==> config.mk <==
export PLATFORM = sky130hd
export DESIGN_NAME = video_timing_detector
export DESIGN_NICKNAME = d
export VERILOG_FILES = /design/src/rtl/vtd_pkg.sv /design/src/rtl/vtd_edge_det.sv /design/src/rtl/video_timing_detector.sv
export SDC_FILE = /design/constraint.sdc
export NUM_CORES = 1
export LEC_CHECK = 0
export BUFFER_PORTS_ARGS = -buffer_cell sky130_fd_sc_hd__buf_2
export CAP_MARGIN = 20
export CORE_MARGIN = 5
export CORE_UTILIZATION = 55
export CTS_CLUSTER_SIZE = 8
export DETAILED_ROUTE_END_ITERATION = 16
export PLACE_DENSITY = 0.76
export SLEW_MARGIN = 5
export SYNTH_ARGS = -nofsm -noshare
export SYNTH_HDL_FRONTEND = slang
export SYNTH_SLANG_ARGS = --single-unit
==> constraint.sdc <==
create_clock -name CLK -period 5.42 [get_ports CLK]
set_clock_uncertainty 0.2 [all_clocks]
set_input_delay 1.355 -clock CLK [delete_from_list [all_inputs] [get_ports CLK]]
set_output_delay 1.355 -clock CLK [all_outputs]
set_load 0.1 [all_outputs]
==> src/rtl/vtd_pkg.sv <==
// Shared types and defaults for the video timing detector.
// State encoding, default counter widths and the lock-frame ceiling.
package vtd_pkg;

  typedef enum logic [1:0] {
    IDLE    = 2'd0,
    MEASURE = 2'd1,
    CHECK   = 2'd2,
    LOCK    = 2'd3
  } vtd_state_e;

  localparam int VTD_HW              = 12;
  localparam int VTD_VW              = 11;
  localparam int VTD_LOCK_FRAMES_MAX = 15;

endpackage

==> src/rtl/vtd_edge_det.sv <==
// Two-stage input register with rise/fall detection.
// lvl is the second-stage (settled) level of the input.
module vtd_edge_det (
  input  logic clk,
  input  logic rst,
  input  logic d,
  output logic rise,
  output logic fall,
  output logic lvl
);

  logic s1_q, s1_d;
  logic s2_q, s2_d;

  always_comb begin
    s1_d = d;
    s2_d = s1_q;
  end

  always_ff @(posedge clk or posedge rst) begin
    if (rst) begin
      s1_q <= 1'b0;
      s2_q <= 1'b0;
    end else begin
      s1_q <= s1_d;
      s2_q <= s2_d;
    end
  end

  assign rise = s1_q & ~s2_q;
  assign fall = ~s1_q & s2_q;
  assign lvl  = s2_q;

endmodule

==> src/rtl/video_timing_detector.sv <==
// Measures line total, active width and active height of a sync/DE stream.
// Optional VTD_ERR_CNT_EN adds a saturating LOCK_LOSS_CNT output.
module video_timing_detector
  import vtd_pkg::*;
#(
  parameter int HW          = VTD_HW,
  parameter int VW          = VTD_VW,
  parameter int LOCK_FRAMES = 3
) (
  input  logic          CLK,
  input  logic          RST,
  input  logic          HSYNC_IN,
  input  logic          VSYNC_IN,
  input  logic          DE_IN,
  output logic [HW-1:0] H_TOTAL,
  output logic [HW-1:0] H_ACTIVE,
  output logic [VW-1:0] V_ACTIVE,
  output logic          LOCKED,
  output logic          SOF,
`ifdef VTD_ERR_CNT_EN
  output logic [7:0]    LOCK_LOSS_CNT,
`endif
  output logic          OVF
);

  localparam logic [HW-1:0] H_MAX = '1;
  localparam logic [VW-1:0] V_MAX = '1;
  localparam logic [4:0]    LF    = 5'(LOCK_FRAMES);

  logic hs_rise, hs_fall, hs_lvl;
  logic vs_rise, vs_fall, vs_lvl;
  logic de_rise, de_fall, de_lvl;
  logic unused_edges;

  vtd_edge_det u_hs (.clk(CLK), .rst(RST), .d(HSYNC_IN),
                     .rise(hs_rise), .fall(hs_fall), .lvl(hs_lvl));
  vtd_edge_det u_vs (.clk(CLK), .rst(RST), .d(VSYNC_IN),
                     .rise(vs_rise), .fall(vs_fall), .lvl(vs_lvl));
  vtd_edge_det u_de (.clk(CLK), .rst(RST), .d(DE_IN),
                     .rise(de_rise), .fall(de_fall), .lvl(de_lvl));

  assign unused_edges = ^{hs_fall, hs_lvl, vs_fall, vs_lvl, de_rise};

  logic [HW-1:0] cnt_h_q, cnt_h_d, line_total_q, line_total_d;
  logic [HW-1:0] ht_ref_q, ht_ref_d, cnt_de_q, cnt_de_d;
  logic [HW-1:0] de_ref_q, de_ref_d, de_last_q, de_last_d;
  logic [HW-1:0] h_total_q, h_total_d, h_active_q, h_active_d;
  logic [VW-1:0] v_q, v_d, v_active_q, v_active_d;
  logic          ht_cap_q, ht_cap_d, de_cap_q, de_cap_d;
  logic          mis_q, mis_d, ovf_q, ovf_d;
  logic          ovf_out_q, ovf_out_d, sof_q, sof_d;
  logic [3:0]    match_q, match_d;
  logic [4:0]    match_nx;
  logic [HW-1:0] run;
  logic          frame_ok;
  vtd_state_e    st_q, st_d;
`ifdef VTD_ERR_CNT_EN
  logic [7:0]    loss_q, loss_d;
`endif

  always_comb begin
    cnt_h_d      = cnt_h_q;
    line_total_d = line_total_q;
    ht_ref_d     = ht_ref_q;
    ht_cap_d     = ht_cap_q;
    cnt_de_d     = cnt_de_q;
    de_ref_d     = de_ref_q;
    de_cap_d     = de_cap_q;
    de_last_d    = de_last_q;
    v_d          = v_q;
    mis_d        = mis_q;
    ovf_d        = ovf_q;
    h_total_d    = h_total_q;
    h_active_d   = h_active_q;
    v_active_d   = v_active_q;
    ovf_out_d    = ovf_out_q;
    sof_d        = 1'b0;
    st_d         = st_q;
    match_d      = match_q;
    match_nx     = {1'b0, match_q} + 5'd1;
    frame_ok     = 1'b0;
    run          = (cnt_de_q == H_MAX) ? H_MAX : cnt_de_q + 1'b1;
`ifdef VTD_ERR_CNT_EN
    loss_d       = loss_q;
`endif

    if (hs_rise) begin
      line_total_d = cnt_h_q;
      cnt_h_d      = HW'(1);
      if (!ht_cap_q) begin
        ht_ref_d = cnt_h_q;
        ht_cap_d = 1'b1;
      end else if (cnt_h_q != ht_ref_q) begin
        mis_d = 1'b1;
      end
    end else if (cnt_h_q == H_MAX) begin
      ovf_d = 1'b1;
    end else begin
      cnt_h_d = cnt_h_q + 1'b1;
    end

    // the falling cycle is itself a DE-high cycle, hence run = cnt + 1
    if (de_fall) begin
      if (!de_cap_q) begin
        de_ref_d = run;
        de_cap_d = 1'b1;
      end else if (run != de_ref_q) begin
        mis_d = 1'b1;
      end
      de_last_d = run;
      cnt_de_d  = '0;
      if (v_q == V_MAX) ovf_d = 1'b1;
      else              v_d   = v_q + 1'b1;
    end else if (de_lvl) begin
      if (cnt_de_q == H_MAX) ovf_d    = 1'b1;
      else                   cnt_de_d = cnt_de_q + 1'b1;
    end

    // frame close uses the _d values so same-cycle line/run events count
    if (vs_rise) begin
      frame_ok   = !mis_d && !ovf_d && (v_d != '0) &&
                   (line_total_d == h_total_q) &&
                   (de_last_d == h_active_q) &&
                   (v_d == v_active_q);
      h_total_d  = line_total_d;
      h_active_d = de_last_d;
      v_active_d = v_d;
      ovf_out_d  = ovf_d;
      sof_d      = 1'b1;
      v_d        = '0;
      mis_d      = 1'b0;
      ovf_d      = 1'b0;
      ht_cap_d   = 1'b0;
      de_cap_d   = 1'b0;
      de_last_d  = '0;
      unique case (st_q)
        IDLE:    st_d = MEASURE;
        MEASURE: begin
          st_d    = CHECK;
          match_d = '0;
        end
        CHECK: begin
          if (frame_ok) begin
            match_d = match_nx[3:0];
            if (match_nx >= LF) st_d = LOCK;
          end else begin
            match_d = '0;
          end
        end
        LOCK: begin
          if (!frame_ok) begin
            st_d    = CHECK;
            match_d = '0;
`ifdef VTD_ERR_CNT_EN
            if (loss_q != 8'hFF) loss_d = loss_q + 8'd1;
`endif
          end
        end
        default: st_d = IDLE;
      endcase
    end
  end

  always_ff @(posedge CLK or posedge RST) begin
    if (RST) begin
      cnt_h_q      <= '0;
      line_total_q <= '0;
      ht_ref_q     <= '0;
      ht_cap_q     <= 1'b0;
      cnt_de_q     <= '0;
      de_ref_q     <= '0;
      de_cap_q     <= 1'b0;
      de_last_q    <= '0;
      v_q          <= '0;
      mis_q        <= 1'b0;
      ovf_q        <= 1'b0;
      h_total_q    <= '0;
      h_active_q   <= '0;
      v_active_q   <= '0;
      ovf_out_q    <= 1'b0;
      sof_q        <= 1'b0;
      st_q         <= IDLE;
      match_q      <= '0;
`ifdef VTD_ERR_CNT_EN
      loss_q       <= '0;
`endif
    end else begin
      cnt_h_q      <= cnt_h_d;
      line_total_q <= line_total_d;
      ht_ref_q     <= ht_ref_d;
      ht_cap_q     <= ht_cap_d;
      cnt_de_q     <= cnt_de_d;
      de_ref_q     <= de_ref_d;
      de_cap_q     <= de_cap_d;
      de_last_q    <= de_last_d;
      v_q          <= v_d;
      mis_q        <= mis_d;
      ovf_q        <= ovf_d;
      h_total_q    <= h_total_d;
      h_active_q   <= h_active_d;
      v_active_q   <= v_active_d;
      ovf_out_q    <= ovf_out_d;
      sof_q        <= sof_d;
      st_q         <= st_d;
      match_q      <= match_d;
`ifdef VTD_ERR_CNT_EN
      loss_q       <= loss_d;
`endif
    end
  end

  assign H_TOTAL  = h_total_q;
  assign H_ACTIVE = h_active_q;
  assign V_ACTIVE = v_active_q;
  assign LOCKED   = (st_q == LOCK);
  assign SOF      = sof_q;
  assign OVF      = ovf_out_q;
`ifdef VTD_ERR_CNT_EN
  assign LOCK_LOSS_CNT = loss_q;
`endif

endmodule

==> run metrics <==
Hold Vio Cnt, Final=0; Post-synth EDFFs=0; Fin Hold WS=0.2074 ns; DR pass1 iterations=5; die height=126.2 microns; post-DP HPWL=13.60 mm; cell taking the most area after synthesis=dfrtp_1; sequential power share=41.6%; CTS tree=yes; Avg Synthesized Cell Area=9.039 sq um; worst slew pin tran=0.9969 ns; combinational power share=21.9%; most numerous cell in the Yosys netlist=dfrtp_1; max_slew headroom=33.30%; NetSw=1.036 mW; vias=6322; leakage dissipation=3.773 nW; DR vias/cell=6.198; area grow syn2layout=10.74%; NumNets Final=841; total grt overflow=0; crit path kind=flop to flop; Synth cell types=72; RSZ-0062 raised after global routing=false; wire length of the first global-routing pass=32.75 mm; number of nets with antenna violations after routing=0; routability congestion estimate=0.9655; ranking of synthesized cells by area=dfrtp_1, nand2_1, xor2_1; top-level port count=43; initial antenna violation count=0; total CTS buffers=17; Worst setup SP type=flop; Slew Viols, Final=0; Sink Count=136; status=completed; clk_lat worst skew=0.43 ns; Peak VDD IR=0.0002421 V; clock slew at reported path FFs=0.06 ns; Post-synth ARST share=100.0%; fmax=257.8 MHz; Tcrit/Tclk final=71.58%; Remaining DRCs=0; Total GRT Usage=25.35%; PortBufs=42; sw frac=34.65%; P per Cell Area=363.9 mW/mm^2; CP max FO=16; Yosys reg bits=136; Hold Path Class=flop to flop; Clk pwr share=36.5%; Pint=1.954 mW; Die Wd=126.2 microns; Cell Area, Synth=0.007421 sq mm; crit path DAT=4.03 ns; CTS resizes=0; dominant synthesized flop cell=dfrtp_1; Synth top cells by count=dfrtp_1, nand2_1, nor2_1; Post-CTS Setup Repair Bufs=0; Yosys top cell area share=45.86%; max-cap check violation count=0; sequential fraction of the synthesis area=45.86%; largest net degree at the start of global routing=110; Ant. Diodes=0; share of layout cells above drive strength 1=12.80%; core area=0.01324 sq mm; CP endpoint kind=flop; hold buffer count at CTS=0; Die ar.=0.01592 sq mm; Synth Warn #=0; synthesized netlist cell count=821; number of global-route vias before repair=6291; routed wire length=19.38 mm; Critical Path RT=5.57 ns; H-tree levels=4; minimum clock period=3.880 ns; TNS Setup=0 ns; # setup viols final=0; initial core utilization=56.04%; R2R Setup Slk=1.54 ns; syn nets=831; site row count=42; 1st-iter DRT viols=771; Max Buffers Root-to-Sink=2; root cell of the clock tree=clkbuf_16; Avg WL per Cell=19.00 microns
[cell usage in the layout, fill, tap and decap left out, drive strengths merged, types with 9 or more instances in the layout]
cell	count
dfrtp	136
nand2	117
nor2	74
o21ai	70
buf	47
xor2	43
inv	29
nand3	27
a21oi	24
clkbuf	21
xnor2	20
nand4	16
nor3	15
a31oi	14
nor4	14
mux2i	13
mux2	13
nand2b	13
o211ai	11
nor2b	9
[metal layers]
layer | part of all wire, % | wire length, microns | global-route usage (%) | up-vias
li1 | - | - | - | 2918
met1 | 45 | 8646 | 35.19 | 3079
met2 | 46 | 8951 | 38.75 | 271
met3 | 6.6 | 1283 | 6.012 | 54
met4 | 2.6 | 495 | 9.779 | 0
met5 | 0 | 0 | 0 | -
[metrics by stage]
stage | setup WS, ns | util [%] | total power [mW] | instance area, sq um | std cells
after global placement | 1.796 | 57.92 | 1.889 | 7670 | 988
after detailed placement | 1.627 | 57.92 | 1.907 | 7670 | 988
final | 1.540 | 62.06 | 2.991 | 8218 | 1020
after floorplan | 0.2255 | - | 1.756 | 7421 | 821
after CTS | 1.610 | 62.06 | 2.996 | 8218 | 1020
after global routing | 1.270 | 62.06 | 3.123 | 8218 | 1020
[area by class of cell]
class,count,area [sq um]
Fill cell,1113,5025
Multi-Input combinational cell,601,3689
Sequential cell,136,3403
Clock buffer,21,450.4
Timing Repair Buffer,47,247.7
Tap cell,176,220.2
Inverter,28,110.1
Clock inverter,11,97.59
[power by group through the flow]
stage,clock [mW],combinational (mW),sequential (mW)
after global placement,0,0.641,1.25
after global routing,1.15,0.712,1.26
final,1.09,0.654,1.24
after CTS,1.10,0.654,1.24
after floorplan,0,0.378,1.38
after detailed placement,0,0.651,1.26
[state kept, by name, summed over array words and instances (netlist names), 2 cells and up]
signal        flops
H_ACTIVE         12
H_TOTAL          12
V_ACTIVE         11
cnt_de_q         12
cnt_h_q          12
de_last_q        12
de_ref_q         12
ht_ref_q         12
line_total_q     12
match_q           4
st_q              2
v_q              11
[cells by family after synthesis]
logic type | after synthesis | share of synthesized area (%)
simple gates | 319 | 20.92
compound gates | 187 | 16.39
flops | 136 | 45.86
buf+inv | 84 | 4.502
xor+xnor | 64 | 7.756
mux | 26 | 3.726
fa+ha+maj | 5 | 0.8430
[worst max-delay path, cell delays in order (launching register included)]
cell and delay, ns:
dfrtp_1 0.51, ha_1 0.33, nand3_2 0.31, nor4_4 0.81, nor2_2 0.11, a32o_1 0.30, a311o_1 0.31, nor4_1 0.25
and4_2 0.35, nand2_4 0.10, o211ai_2 0.20
[final timing paths]
path,from,to,depth (start not counted)
max,cnt_de_q[0],match_q[2],10
min,u_vs.s1_q,u_vs.lvl,0
max reg2reg,cnt_de_q[0],match_q[2],10
min reg2reg,u_vs.s1_q,u_vs.lvl,0
max in group asynchronous,RST,ht_ref_q[5],3
min in group asynchronous,RST,cnt_de_q[9],2
Note: power is estimated with default switching activity, not from simulation.
